<file path="src/rtl/program_word_encoder.sv">
// Re-encodes decoded instruction tuples into 16-bit ARMAria words and streams
// them into instruction memory through a stage register and a 2-entry FIFO.
module program_word_encoder #(
    parameter int unsigned                ADDRESS_WIDTH = 16,
    parameter logic [ADDRESS_WIDTH-1:0]   BASE_ADDRESS  = ADDRESS_WIDTH'(2048)
) (
    input  logic                     i_clock,
    input  logic                     i_reset,
    input  logic                     i_start,
    input  logic                     i_in_valid,
    output logic                     o_in_ready,
    input  logic [6:0]               i_id,
    input  logic [3:0]               i_reg_d,
    input  logic [3:0]               i_reg_a,
    input  logic [3:0]               i_reg_b,
    input  logic [11:0]              i_offset,
    input  logic [4:0]               i_branch_condition,
    output logic                     o_mem_write,
    input  logic                     i_mem_ready,
    output logic [ADDRESS_WIDTH-1:0] o_mem_address,
    output logic [15:0]              o_mem_data,
    output logic                     o_illegal,
    output logic [15:0]              o_word_count,
    output logic [7:0]               o_error_count
);

    logic [2:0]  w_d, w_a, w_b;
    logic [7:0]  w_off;
    logic [3:0]  w_cond;
    logic [6:0]  w_m4, w_m12, w_m27, w_m30, w_m34, w_m40, w_m48, w_m59, w_m63, w_m69;
    logic [3:0]  w_op48;
    logic [15:0] w_enc;
    logic        w_legal;

    // High Reg/Offset/cond bits are dropped here, never flagged.
    assign w_d    = i_reg_d[2:0];
    assign w_a    = i_reg_a[2:0];
    assign w_b    = i_reg_b[2:0];
    assign w_off  = i_offset[7:0];
    assign w_cond = i_branch_condition[3:0];

    assign w_m4   = i_id - 7'd4;
    assign w_m12  = i_id - 7'd12;
    assign w_m27  = i_id - 7'd27;
    assign w_m30  = i_id - 7'd30;
    assign w_m34  = i_id - 7'd34;
    assign w_m40  = i_id - 7'd40;
    assign w_m48  = i_id - 7'd48;
    assign w_m59  = i_id - 7'd59;
    assign w_m63  = i_id - 7'd63;
    assign w_m69  = i_id - 7'd69;
    assign w_op48 = 4'd6 + {2'b00, w_m48[2:1]};

    always_comb begin
        w_enc   = 16'h0000;
        w_legal = 1'b1;
        if (i_id == 7'd1 || i_id == 7'd2)
            w_enc = {4'b0000, i_id == 7'd2, w_off[4:0], w_a, w_d};
        else if (i_id == 7'd3)
            w_enc = {4'b0001, 1'b0, w_off[4:0], w_a, w_d};
        else if (i_id >= 7'd4 && i_id <= 7'd7)
            w_enc = {4'b0001, 1'b1, w_m4[1:0], (i_id <= 7'd5) ? w_b : w_off[2:0], w_a, w_d};
        else if (i_id >= 7'd8 && i_id <= 7'd11)
            w_enc = {(i_id <= 7'd9) ? 4'd2 : 4'd3, i_id[0], w_d, w_off};
        else if (i_id >= 7'd12 && i_id <= 7'd27)
            w_enc = {4'b0100, 1'b0, 1'b0, w_m12[3:2], w_m12[1:0], w_b, w_d};
        else if (i_id >= 7'd28 && i_id <= 7'd30)
            w_enc = {4'b0100, 4'd4, w_m27[1:0], w_b, w_d};
        else if (i_id >= 7'd31 && i_id <= 7'd33)
            w_enc = {4'b0100, 4'd5, w_m30[1:0], w_b, w_d};
        else if (i_id >= 7'd34 && i_id <= 7'd37)
            w_enc = {4'b0100, 4'd6, w_m34[1:0], w_b, w_d};
        else if (i_id == 7'd38 || i_id == 7'd77) begin
            // Condition 4'hF is reserved for ID 77; ID 38 may not produce it.
            w_enc   = {4'b0100, 4'b0111, (i_id == 7'd77) ? 4'hF : w_cond, 1'b0, w_b};
            w_legal = (i_id == 7'd77) || (w_cond != 4'hF);
        end
        else if (i_id == 7'd39)
            w_enc = {4'b0100, 1'b1, w_d, w_off};
        else if (i_id >= 7'd40 && i_id <= 7'd47)
            w_enc = {4'b0101, w_m40[2:0], w_b, w_a, w_d};
        else if (i_id >= 7'd48 && i_id <= 7'd53)
            w_enc = {w_op48, w_m48[0], w_off[4:0], w_a, w_d};
        else if (i_id >= 7'd54 && i_id <= 7'd57)
            w_enc = {(i_id <= 7'd55) ? 4'd9 : 4'd10, i_id[0], w_d, w_off};
        else if (i_id == 7'd58 || i_id == 7'd76)
            w_enc = {4'b1011, 4'b0000, 1'b0, i_id == 7'd76, 3'b000, w_d};
        else if (i_id >= 7'd59 && i_id <= 7'd62)
            w_enc = {4'b1011, 4'b0010, w_m59[1:0], w_b, w_d};
        else if (i_id >= 7'd63 && i_id <= 7'd66)
            w_enc = {4'b1011, 4'b1010, w_m63[1:0], w_b, w_d};
        else if (i_id == 7'd67)
            w_enc = {4'b1011, 4'b0100, 5'b00000, w_d};
        else if (i_id == 7'd68)
            w_enc = {4'b1011, 4'b1101, 5'b00000, w_d};
        else if (i_id >= 7'd69 && i_id <= 7'd71)
            w_enc = {4'b1011, 4'b1110, w_m69[1:0], 3'b000, (i_id == 7'd70) ? 3'b000 : w_d};
        else if (i_id == 7'd72)
            w_enc = 16'hC000;
        else if (i_id == 7'd73)
            w_enc = {4'b1101, w_cond, w_off};
        else if (i_id == 7'd74)
            w_enc = 16'hE000;
        else if (i_id == 7'd75)
            w_enc = 16'hE800;
        else if (i_id == 7'd100)
            w_enc = 16'hFFFF;
        else
            w_legal = 1'b0;
    end

    logic                     r_s_valid, r_s_legal;
    logic [15:0]              r_s_word;
    logic [15:0]              r_fifo [2];
    logic                     r_rd_ptr, r_wr_ptr;
    logic [1:0]               r_count;
    logic [ADDRESS_WIDTH-1:0] r_address;
    logic [15:0]              r_word_count;
    logic [7:0]               r_error_count;

    logic w_accept, w_pop, w_push, w_s_free;

    assign o_in_ready  = ({1'b0, r_s_valid} + r_count) <= 2'd1;
    assign w_accept    = i_in_valid && o_in_ready;
    assign o_mem_write = (r_count != 2'd0);
    assign w_pop       = o_mem_write && i_mem_ready;
    // A full FIFO can still take S when its head leaves in the same cycle.
    assign w_push      = r_s_valid && r_s_legal && ((r_count != 2'd2) || w_pop);
    assign w_s_free    = !r_s_valid || !r_s_legal || w_push;

    assign o_mem_data    = o_mem_write ? r_fifo[r_rd_ptr] : 16'h0000;
    assign o_illegal     = r_s_valid && !r_s_legal;
    assign o_mem_address = r_address;
    assign o_word_count  = r_word_count;
    assign o_error_count = r_error_count;

    always_ff @(posedge i_clock) begin
        if (i_reset) begin
            r_s_valid     <= 1'b0;
            r_s_legal     <= 1'b0;
            r_s_word      <= 16'h0000;
            r_fifo[0]     <= 16'h0000;
            r_fifo[1]     <= 16'h0000;
            r_rd_ptr      <= 1'b0;
            r_wr_ptr      <= 1'b0;
            r_count       <= 2'd0;
            r_address     <= BASE_ADDRESS;
            r_word_count  <= 16'h0000;
            r_error_count <= 8'h00;
        end else begin
            if (w_accept) begin
                r_s_valid <= 1'b1;
                r_s_legal <= w_legal;
                r_s_word  <= w_enc;
            end else if (w_s_free) begin
                r_s_valid <= 1'b0;
            end
            if (w_push) begin
                r_fifo[r_wr_ptr] <= r_s_word;
                r_wr_ptr         <= ~r_wr_ptr;
            end
            if (w_pop)
                r_rd_ptr <= ~r_rd_ptr;
            r_count <= r_count + {1'b0, w_push} - {1'b0, w_pop};
            if (o_illegal && r_error_count != 8'hFF)
                r_error_count <= r_error_count + 8'd1;
            if (i_start) begin
                r_address    <= BASE_ADDRESS;
                r_word_count <= 16'h0000;
            end else if (w_pop) begin
                r_address    <= r_address + 1'b1;
                r_word_count <= r_word_count + 16'd1;
            end
        end
    end

endmodule

</file>
<file path="config.mk">
export PLATFORM = sky130hd
export DESIGN_NAME = program_word_encoder
export DESIGN_NICKNAME = d
export VERILOG_FILES = /design/src/rtl/program_word_encoder.sv
export SDC_FILE = /design/constraint.sdc
export NUM_CORES = 1
export LEC_CHECK = 0
export ABC_AREA = 0
export CORE_ASPECT_RATIO = 1.5
export CORE_MARGIN = 2
export CORE_UTILIZATION = 25
export DETAILED_ROUTE_END_ITERATION = 6
export PLACE_DENSITY = 0.45
export SLEW_MARGIN = 25
export SYNTH_ARGS = -nofsm -noshare
export SYNTH_HDL_FRONTEND = slang
export SYNTH_SLANG_ARGS = --single-unit
</file>
<file path="constraint.sdc">
create_clock -name i_clock -period 8.3 [get_ports i_clock]
set_input_delay 2.075 -clock i_clock [delete_from_list [all_inputs] [get_ports i_clock]]
set_output_delay 2.075 -clock i_clock [all_outputs]
set_load 0.02 [all_outputs]
</file>
==> results of run 1 <==
==> stage by stage <==
| stage | setup slack (ns) | utilization |
|---|---|---|
| 2_1_floorplan | 3.742 | - |
| 6_report | 2.637 | 0.3140 |
| 3_3_place_gp | 2.264 | 0.3011 |
| 3_5_place_dp | 2.286 | 0.3011 |
| 5_1_grt | 2.376 | 0.3140 |
| 4_1_cts | 2.642 | 0.3140 |
==> logic make-up (layout without fill, tap and decap cells) <==
logic type                 count (synthesis)  in the layout  synth area share
xor gates and xnor gates                  33             33           0.04521
AOI/OAI and AO/OA                        216            216            0.2362
and+or+nand+nor                          330            330            0.2636
muxes                                     23             23           0.03601
buffers and inverters                     66            134           0.04599
adders and majority gates                 13             13           0.02544
DFF                                       95             95            0.3476
==> cell type report <==
cell class                      count  area [µm²]  area share
Multi-Input combinational cell    615        3882      0.4918
Sequential cell                    95        2222      0.2815
Timing Repair Buffer              102       993.5      0.1259
Tap cell                          328       410.4     0.05199
Clock buffer                       10       250.2     0.03170
Clock inverter                      6       75.07    0.009510
Inverter                           16       60.06    0.007608
==> power by group through the flow <==
stage	Combinational, W	Sequential [W]	Clock (W)
2_1_floorplan	0.000301	0.000546	0
3_3_place_gp	0.000458	0.000569	0
3_5_place_dp	0.000458	0.000570	0
4_1_cts	0.000459	0.000560	0.000459
5_1_grt	0.000497	0.000565	0.000476
6_report	0.000453	0.000558	0.000445
==> per-layer routing <==
| layer | up-vias | GRT usage |
|---|---|---|
| met5 | - | 0 |
| met4 | 0 | 0.09474 |
| met3 | 58 | 0.01414 |
| met2 | 184 | 0.2971 |
| met1 | 2924 | 0.1785 |
| li1 | 3011 | - |
==> path summary, 6_finish.rpt <==
check | slack [ns] | end | depth (start not counted) | from
setup / recovery | 2.64 | r_s_word[1] | 10 | i_id[0]
hold / removal | 0.47 | r_s_word[15] | 2 | r_s_word[15]
setup reg to reg | 5.65 | r_s_word[2] | 7 | r_count[0]
hold reg to reg | 0.47 | r_s_word[15] | 2 | r_s_word[15]
==> synthesized netlist by cell type (13+ instances only) <==
cell type	count	area share
a21oi_1	50	0.039
o21ai_0	36	0.028
nor3_1	15	0.012
inv_1	16	0.0094
dfxtp_1	63	0.20
xor2_1	18	0.025
mux2i_1	23	0.036
nor2_1	105	0.062
ha_1	13	0.025
a31oi_1	14	0.014
nand3_1	27	0.021
and2_1	43	0.042
clkbuf_1	31	0.018
nand2_1	65	0.038
edfxtp_1	32	0.15
xnor2_1	15	0.021
==> flip-flops by register name (all words and copies together), names as in the netlist, 2 cells and up, named ones only <==
signal / flops
r_count: 2
o_word_count: 16
r_fifo: 32
o_mem_address: 16
r_s_word: 16
o_error_count: 8
==> worst min-delay path, cell delays in order (launching register included) <==
cell     delay (ns)
dfxtp_1        0.32
nand2_1        0.06
a21oi_1        0.05
==> flow_summary_export.csv, run 1 <==
group,metric,value,unit
place,place_inst,1156,
timing,rsz0062_at_grt,"no",
setup_path,crit_arrival,5.91,ns
clock_tree,cts-root-buf,"clkbuf_16",
place,finalWeightedCongestion,0.8941,
routing,drtIter0Drc,345,
setup_path,critPathMaxFanout,22,
synthesis,synthArstFlopShare,0,
routing,dr_wl_met3,709,µm
setup_path,max_stage_delay,1.02,ns
clock_tree,clk_pin_slew,0.07,ns
power_and_ir_drop,p_int,0.0009635,W
timing,whs,0.4719,ns
synthesis,synth_ff_type,"dfxtp_1",
clock_tree,cts_hold_buf,0,
timing,worst_clock_skew,0.009405,ns
timing,setup_tns,0,ns
timing,worstMarginPinSlew,0.9799,ns
timing,min_period_over_period,0.6823,
finish,final_common_cell,"nor2_1",
power_and_ir_drop,switching_power,0.0004923,W
finish,drive_above_1_share,0.06398,
clock_tree,post_cts_resized,0,
routing,dr_wl_met2,11.24,mm
synthesis,syn_area,6394,µm²
timing,max_freq,176.6,MHz
floorplan,ioPinCount,100,
status,status,"finished clean",
power_and_ir_drop,p_seq_frac,0.383,
hold_path,hp-class,"flop to flop",
setup_path,path_class,"primary input to flop",
routing,ant_nets,0,
clock_tree,clkSinkCount,95,
synthesis,netlist_instances,776,
floorplan,die_area,26900,µm²
setup_path,worst_ep_required_time,8.55,ns
synthesis,synth-edff-count,32,
routing,viasPerCell,5.270,
finish,instances_no_fill,1172,
clock_tree,clock_path_buffers,2,
routing,routed_wl,21.63,mm
routing,post_drt_wl_per_cell,18.45,µm
floorplan,start_util,0.2543,
power_and_ir_drop,switching_share,0.3381,
routing,wl_met1,8.494,mm
grt,grt_max_degree,41,
floorplan,core-area,25140,µm²
finish,nets,893,
floorplan,fp.dieH,199.9,µm
timing,slew_violations,0,
timing,min_period,5.663,ns
power_and_ir_drop,power_leakage,2.674,nW
clock_tree,worstSkewPairLatency,0.35,ns
grt,grt_pass1_wl,33.96,mm
finish,insertedDiodeCount,0,
grt,grt_usage,0.1607,
clock_tree,cts_tree,"yes",
power_and_ir_drop,pwr-share-clk,0.305,
synthesis,ys_ff_latch,95,
setup_path,critPathTopFamily,"buffers and inverters",
routing,drc,0,
run,cap_violations,0,
routing,top_layer,"met4",
synthesis,synth_area_per_cell,8.239,µm²
synthesis,seq_area_frac_synth,0.3476,
grt,gr-total-overflow,0,
finish,fillers,2681,
finish,final_cell_mix,"105 x nor2_1, 91 x clkdlybuf4s50_1, 65 x nand2_1, 63 x dfxtp_1, 50 x a21oi_1",
finish,syn2layout_area_growth,23.46,%
clock_tree,postCtsSetupRepairBufs,0,
clock_tree,cts_buffers,9,
floorplan,die_x,134.6,µm
place,place_area,7569,µm²
synthesis,synth_nets,830,
grt,grt_pass1_vias,5958,
setup_path,cp.buffers_inverters,2,
setup_path,start_kind,"primary input",
finish,fin_area,7894,µm²
power_and_ir_drop,p_comb_frac,0.311,
setup_path,path_cells,"clkdlybuf4s50_1 > inv_1 > ha_1 > nand2_1 > nor2_4 > nor2_1 > nand4_1 > a32oi_1 > a211oi_1 > o31ai_1",
synthesis,synth_cell_types,86,
setup_path,end_kind,"flop",
place,numPortBuffers,91,
grt,antenna_found_initial,0,
setup_path,cp_slowest_cell,"clkdlybuf4s50_1",
timing,setup_viol,0,
clock_tree,cts.htree.levels,3,
place,hpwl,16.71,mm
floorplan,num_rows,71,
power_and_ir_drop,power_density,184.4,nW/µm²
timing,hold_viol,0,
power_and_ir_drop,vdd_drop_max,97.65,µV
power_and_ir_drop,power,0.001456,W
routing,first_pass_iters,5,
routing,vias,6177,
timing,relSlewSlack,0.3458,
synthesis,yosysWarnings,0,
Note: power is estimated with default switching activity, not from simulation.
==> inputs of run 2 (changes only) <==
PLACE_DENSITY = 0.47   (was 0.45)
clock period = 4.7 ns   (was 8.3 ns; I/O delays follow)
==> run 2 against run 1 <==
Compared with the run above:
- via count rose by 1.5%
- worst setup slack got worse by 1.8 ns
- flip-flop and latch count did not move
- final cell count is 2.3% higher
- highest routed layer unchanged
- sequential share of layout area is 0.69 points lower
- routed wire length up 2.8%
- global-route usage up 0.27 points
- non-clock buffer count is 27 higher
==> flow_summary_export.csv, run 2 (synthesized netlist as in run 1, its figures left out) <==
group,metric,value,unit
timing,worstMarginPinSlew,0.9565,ns
timing,min_period,3.846,ns
setup_path,crit_arrival,4.06,ns
power_and_ir_drop,p_comb_frac,0.318,
setup_path,regToRegEndpoint,"r_s_word[3]",
setup_path,critPathMaxFanout,16,
grt,antenna_found_initial,0,
power_and_ir_drop,power_density,321.8,nW/µm²
clock_tree,cts.htree.levels,3,
place,hpwl,17.23,mm
clock_tree,post_cts_resized,0,
clock_tree,cts-root-buf,"clkbuf_16",
power_and_ir_drop,vdd_drop_max,171.6,µV
finish,drive_above_1_share,0.09070,
routing,first_pass_iters,5,
finish,regArea,2222,µm²
routing,drc,0,
floorplan,ioPinCount,100,
routing,drtIter0Drc,429,
place,pre_cts_slack,0.5275,ns
timing,worst_clock_skew,0.008833,ns
floorplan,start_util,0.2543,
timing,setup_viol,0,
setup_path,cp-startpoint,"i_id[2]",
clock_tree,cts_hold_buf,0,
status,status,"finished clean",
finish,regMostFlops,"r_fifo",
routing,vias,6267,
timing,max_freq,260.0,MHz
power_and_ir_drop,pwr-share-clk,0.304,
clock_tree,cts_tree,"yes",
finish,instances_no_fill,1199,
timing,setup_tns,0,ns
setup_path,r2r_slack,2.23,ns
finish,multi_input_area,3877,µm²
power_and_ir_drop,power_leakage,2.807,nW
setup_path,reg2reg_from,"r_count[0]",
setup_path,end_kind,"flop",
grt,grt_usage,0.1634,
place,finalWeightedCongestion,0.9356,
clock_tree,postCtsSetupRepairBufs,0,
setup_path,start_kind,"primary input",
clock_tree,cts_buffers,9,
clock_tree,worstSkewPairLatency,0.35,ns
finish,nets,920,
floorplan,fp.dieH,199.9,µm
timing,whs,0.4628,ns
timing,hold_viol,0,
floorplan,num_rows,71,
timing,min_period_over_period,0.8184,
clock_tree,clk_pin_slew,0.07,ns
hold_path,hp-class,"flop to flop",
setup_path,worst_ep_required_time,4.92,ns
finish,insertedDiodeCount,0,
floorplan,die_area,26900,µm²
clock_tree,clkSinkCount,95,
timing,setup_ws,0.8537,ns
finish,fillers,2691,
grt,gr-total-overflow,0,
power_and_ir_drop,p_seq_frac,0.379,
clock_tree,clock_path_buffers,2,
floorplan,die_x,134.6,µm
floorplan,core-area,25140,µm²
grt,grt_pass1_vias,5978,
power_and_ir_drop,switching_share,0.3393,
power_and_ir_drop,power,0.002604,W
finish,final_cell_mix,"105 x nor2_1, 91 x clkdlybuf4s50_1, 65 x nand2_1, 63 x dfxtp_1, 50 x a21oi_1",
power_and_ir_drop,switching_power,0.0008835,W
finish,largest_reg_flops,32,
setup_path,crit_path_end,"r_s_word[9]",
place,place_inst,1183,
power_and_ir_drop,p_int,0.001720,W
place,numPortBuffers,91,
grt,grt_max_degree,38,
routing,ant_nets,0,
timing,slew_violations,0,
grt,grt_pass1_wl,34.25,mm
routing,routed_wl,22.22,mm
routing,post_drt_wl_per_cell,18.53,µm
routing,viasPerCell,5.227,
run,cap_violations,0,
timing,relSlewSlack,0.3614,
finish,syn2layout_area_growth,26.58,%
setup_path,path_class,"primary input to flop",
finish,final_common_cell,"nor2_1",
timing,rsz0062_at_grt,"no",
setup_path,reg2reg_depth,8,
## run 2: worst max-delay path, stage by stage
cell	delay (ns)
clkdlybuf4s50_1	0.59
inv_1	0.17
ha_1	0.24
buf_4	0.17
a21bo_2	0.21
o221ai_2	0.31
buf_4	0.30
o21ai_0	0.10
a31oi_1	0.18
o21ai_0	0.17
a211oi_1	0.34
nor4_1	0.09
## run 2: power groups by stage
stage | registers [W] | clock network, W | logic [W]
after floorplan | 0.000964 | 0 | 0.000531
after global placement | 0.00100 | 0 | 0.000834
after detailed placement | 0.00101 | 0 | 0.000832
after CTS | 0.000988 | 0.000812 | 0.000836
after global routing | 0.000998 | 0.000837 | 0.000902
final | 0.000986 | 0.000791 | 0.000827
## run 2: per-layer routing
layer,up-vias,GRT usage,share of wire
met5,-,0,0
met4,0,0.09552,0.051
met3,53,0.01818,0.037
met2,188,0.2927,0.51
met1,2972,0.1872,0.40
li1,3054,-,-
## run 2: worst min-delay path by stage
stage / startpoint / to / slack [ns] / depth (start not counted)
final: r_s_word[15] / r_s_word[15] / 0.46 / 2
after global routing: r_s_word[14] / r_s_word[14] / 0.48 / 2
after CTS: r_s_word[15] / r_s_word[15] / 0.47 / 2
after detailed placement: r_s_word[15] / r_s_word[15] / 0.46 / 2
after global placement: r_s_word[15] / r_s_word[15] / 0.45 / 2
after floorplan: r_s_word[15] / r_s_word[15] / 0.44 / 2
## run 2: area by class of cell
cell class,instances,area share
timing repair buffer,129,0.1478
tap,328,0.05071
sequential,95,0.2746
multi-input combinational,615,0.4791
clock buffer,10,0.03092
clock inverter,6,0.009431
inverter,16,0.007421
## run 2: stage by stage
step / utilization / cell area [µm²]
floorplan: - / 6394
global placement: 0.3089 / 7766
detailed placement: 0.3089 / 7766
CTS: 0.3219 / 8093
global route: 0.3219 / 8093
finish: 0.3219 / 8093
==> inputs of run 3 (changes only) <==
PLACE_DENSITY = 0.45   (was 0.47)
clock period = 3.6 ns   (was 4.7 ns; I/O delays follow)
==> run 3 against run 2 <==
Compared with the run above:
- first-iteration DRC count grew 3.0%
- largest power group unchanged
- die area is the same
- register-to-register slack got worse by 0.86 ns
- critical path type unchanged
- routed wire length up 8.6%
- combinational power up 48%
- clock power is 13% higher
==> flow_summary_export.csv, run 3 (synthesized netlist as in run 1, its figures left out) <==
group,metric,value,unit
power_and_ir_drop,power_density,374.1,nW/µm²
clock_tree,cts.htree.levels,3,
setup_path,crit_top_cell,"buf_4",
floorplan,start_util,0.2543,
setup_path,reg2reg_from,"r_count[0]",
setup_path,critPathTopFamily,"buffers and inverters",
hold_path,hp-class,"flop to flop",
grt,grt_max_degree,32,
floorplan,fp.dieH,199.9,µm
grt,grt_pass1_wl,36.76,mm
clock_tree,cts_buffers,9,
finish,fillers,2650,
status,status,"finished clean",
clock_tree,clkSinkCount,95,
finish,regMostFlops,"r_fifo",
setup_path,worst_ep_required_time,3.83,ns
setup_path,reg2reg_depth,8,
setup_path,end_kind,"flop",
power_and_ir_drop,power_leakage,3.435,nW
place,place_inst,1318,
setup_path,critPathMaxFanout,12,
grt,gr-total-overflow,0,
timing,relSlewSlack,0.5464,
timing,whs,0.4729,ns
timing,worstMarginPinSlew,0.6716,ns
routing,drtIter0Drc,442,
timing,setup_viol,0,
clock_tree,clk_pin_slew,0.07,ns
clock_tree,cts_hold_buf,0,
grt,antenna_found_initial,0,
clock_tree,postCtsSetupRepairBufs,0,
routing,routed_wl,24.14,mm
floorplan,ioPinCount,100,
clock_tree,cts_tree,"yes",
place,finalWeightedCongestion,0.9654,
hold_path,holdPathEnd,"r_s_word[15]",
routing,drc,0,
timing,min_period,3.461,ns
routing,vias,6696,
routing,viasPerCell,5.019,
setup_path,cp.buffers_inverters,4,
clock_tree,clock_path_buffers,2,
finish,fin_area,9065,µm²
clock_tree,worstSkewPairLatency,0.35,ns
finish,drive_above_1_share,0.2117,
setup_path,max_stage_delay,0.50,ns
place,numPortBuffers,91,
run,cap_violations,0,
floorplan,core-area,25140,µm²
finish,syn2layout_area_growth,41.78,%
floorplan,num_rows,71,
timing,rsz0062_at_grt,"no",
hold_path,holdPathStages,2,
timing,slew_violations,0,
setup_path,regToRegEndpoint,"r_s_word[8]",
finish,nets,1055,
routing,post_drt_wl_per_cell,18.10,µm
timing,worst_clock_skew,0.01077,ns
grt,grt_pass1_vias,6679,
place,hpwl,19.68,mm
routing,first_pass_iters,5,
timing,max_freq,288.9,MHz
floorplan,die_x,134.6,µm
hold_path,worstHoldStart,"r_s_word[15]",
finish,insertedDiodeCount,0,
finish,instances_no_fill,1334,
setup_path,start_kind,"primary input",
timing,min_period_over_period,0.9615,
routing,ant_nets,0,
timing,hold_viol,0,
finish,post-route-util,0.3606,
setup_path,cp_slowest_cell,"clkdlybuf4s50_1",
finish,final_cell_mix,"172 x buf_4, 105 x nor2_1, 91 x clkdlybuf4s50_1, 65 x nand2_1, 63 x dfxtp_1",
finish,largest_reg_flops,32,
finish,final_common_cell,"buf_4",
setup_path,path_class,"primary input to flop",
floorplan,die_area,26900,µm²
power_and_ir_drop,vdd_drop_max,247.5,µV
grt,grt_usage,0.1789,
setup_path,path_cells,"clkdlybuf4s50_1 > buf_4 > buf_4 > ha_1 > nand2_1 > o22ai_1 > buf_4 > nand2b_1 > o221ai_1 > a211oi_1 > nor4_1",
setup_path,r2r_slack,1.37,ns
place,place_area,8792,µm²
clock_tree,cts-root-buf,"clkbuf_16",
setup_path,crit_arrival,3.70,ns
## run 3: metrics by stage
step / setup WS, ns / setup TNS (ns) / total power [W]
CTS: 0.1769 / 0 / 0.003438
global route: 0.005473 / 0 / 0.003576
detailed placement: -0.1943 / -2.035 / 0.002531
finish: 0.1386 / 0 / 0.003391
floorplan: 0.2166 / 0 / 0.001952
global placement: -0.2491 / -2.215 / 0.002531
## run 3: report_power, final
group / switching (W) / leakage [nW] / internal, W
Clock: 0.000422 / 0.136 / 0.000473
Sequential: 0.0000862 / 0.843 / 0.00119
Combinational: 0.000655 / 2.46 / 0.000564
Total: 0.00116 / 3.44 / 0.00223
## run 3: worst register-to-register path, stage by stage, from the launching register on
cell	delay, ns
dfxtp_1	0.49
a21bo_2	0.19
and2_1	0.13
nand2_1	0.08
buf_4	0.20
nor3_1	0.36
o21ai_0	0.17
a211o_1	0.25
o31ai_1	0.26
## run 3: worst max-delay path by stage
stage                       start     endpoint  slack (ns)  depth (start not counted)
after floorplan           i_id[0]  r_s_word[5]        0.22                         10
after global placement    i_id[1]  r_s_word[9]       -0.25                         11
after detailed placement  i_id[1]  r_s_word[9]       -0.19                         11
after CTS                 i_id[1]  r_s_word[9]        0.18                         11
after global routing      i_id[1]  r_s_word[5]       0.005                         11
final                     i_id[1]  r_s_word[9]        0.14                         11
## run 3: layout make-up
cell class	instances	area, µm²	share of cell area
Sequential cell	95	2222	0.2451
Inverter	16	60.06	0.006625
Timing Repair Buffer	264	2222	0.2451
Clock inverter	6	43.79	0.004831
Tap cell	328	410.4	0.04527
Multi-Input combinational cell	615	3877	0.4277
Clock buffer	10	229.0	0.02526
## run 3: routing by layer
metal,track usage,vias to the layer above,routed length [µm]
met5,0,-,0
met4,0.1267,0,1695
met3,0.01540,71,812
met2,0.3450,196,12800
met1,0.1788,3117,8834
li1,-,3312,-
## run 3: repair_timing
item	in CTS	in global routing
setup endpoints to repair	0	1
resized for setup	0	1
hold endpoints to repair	0	0
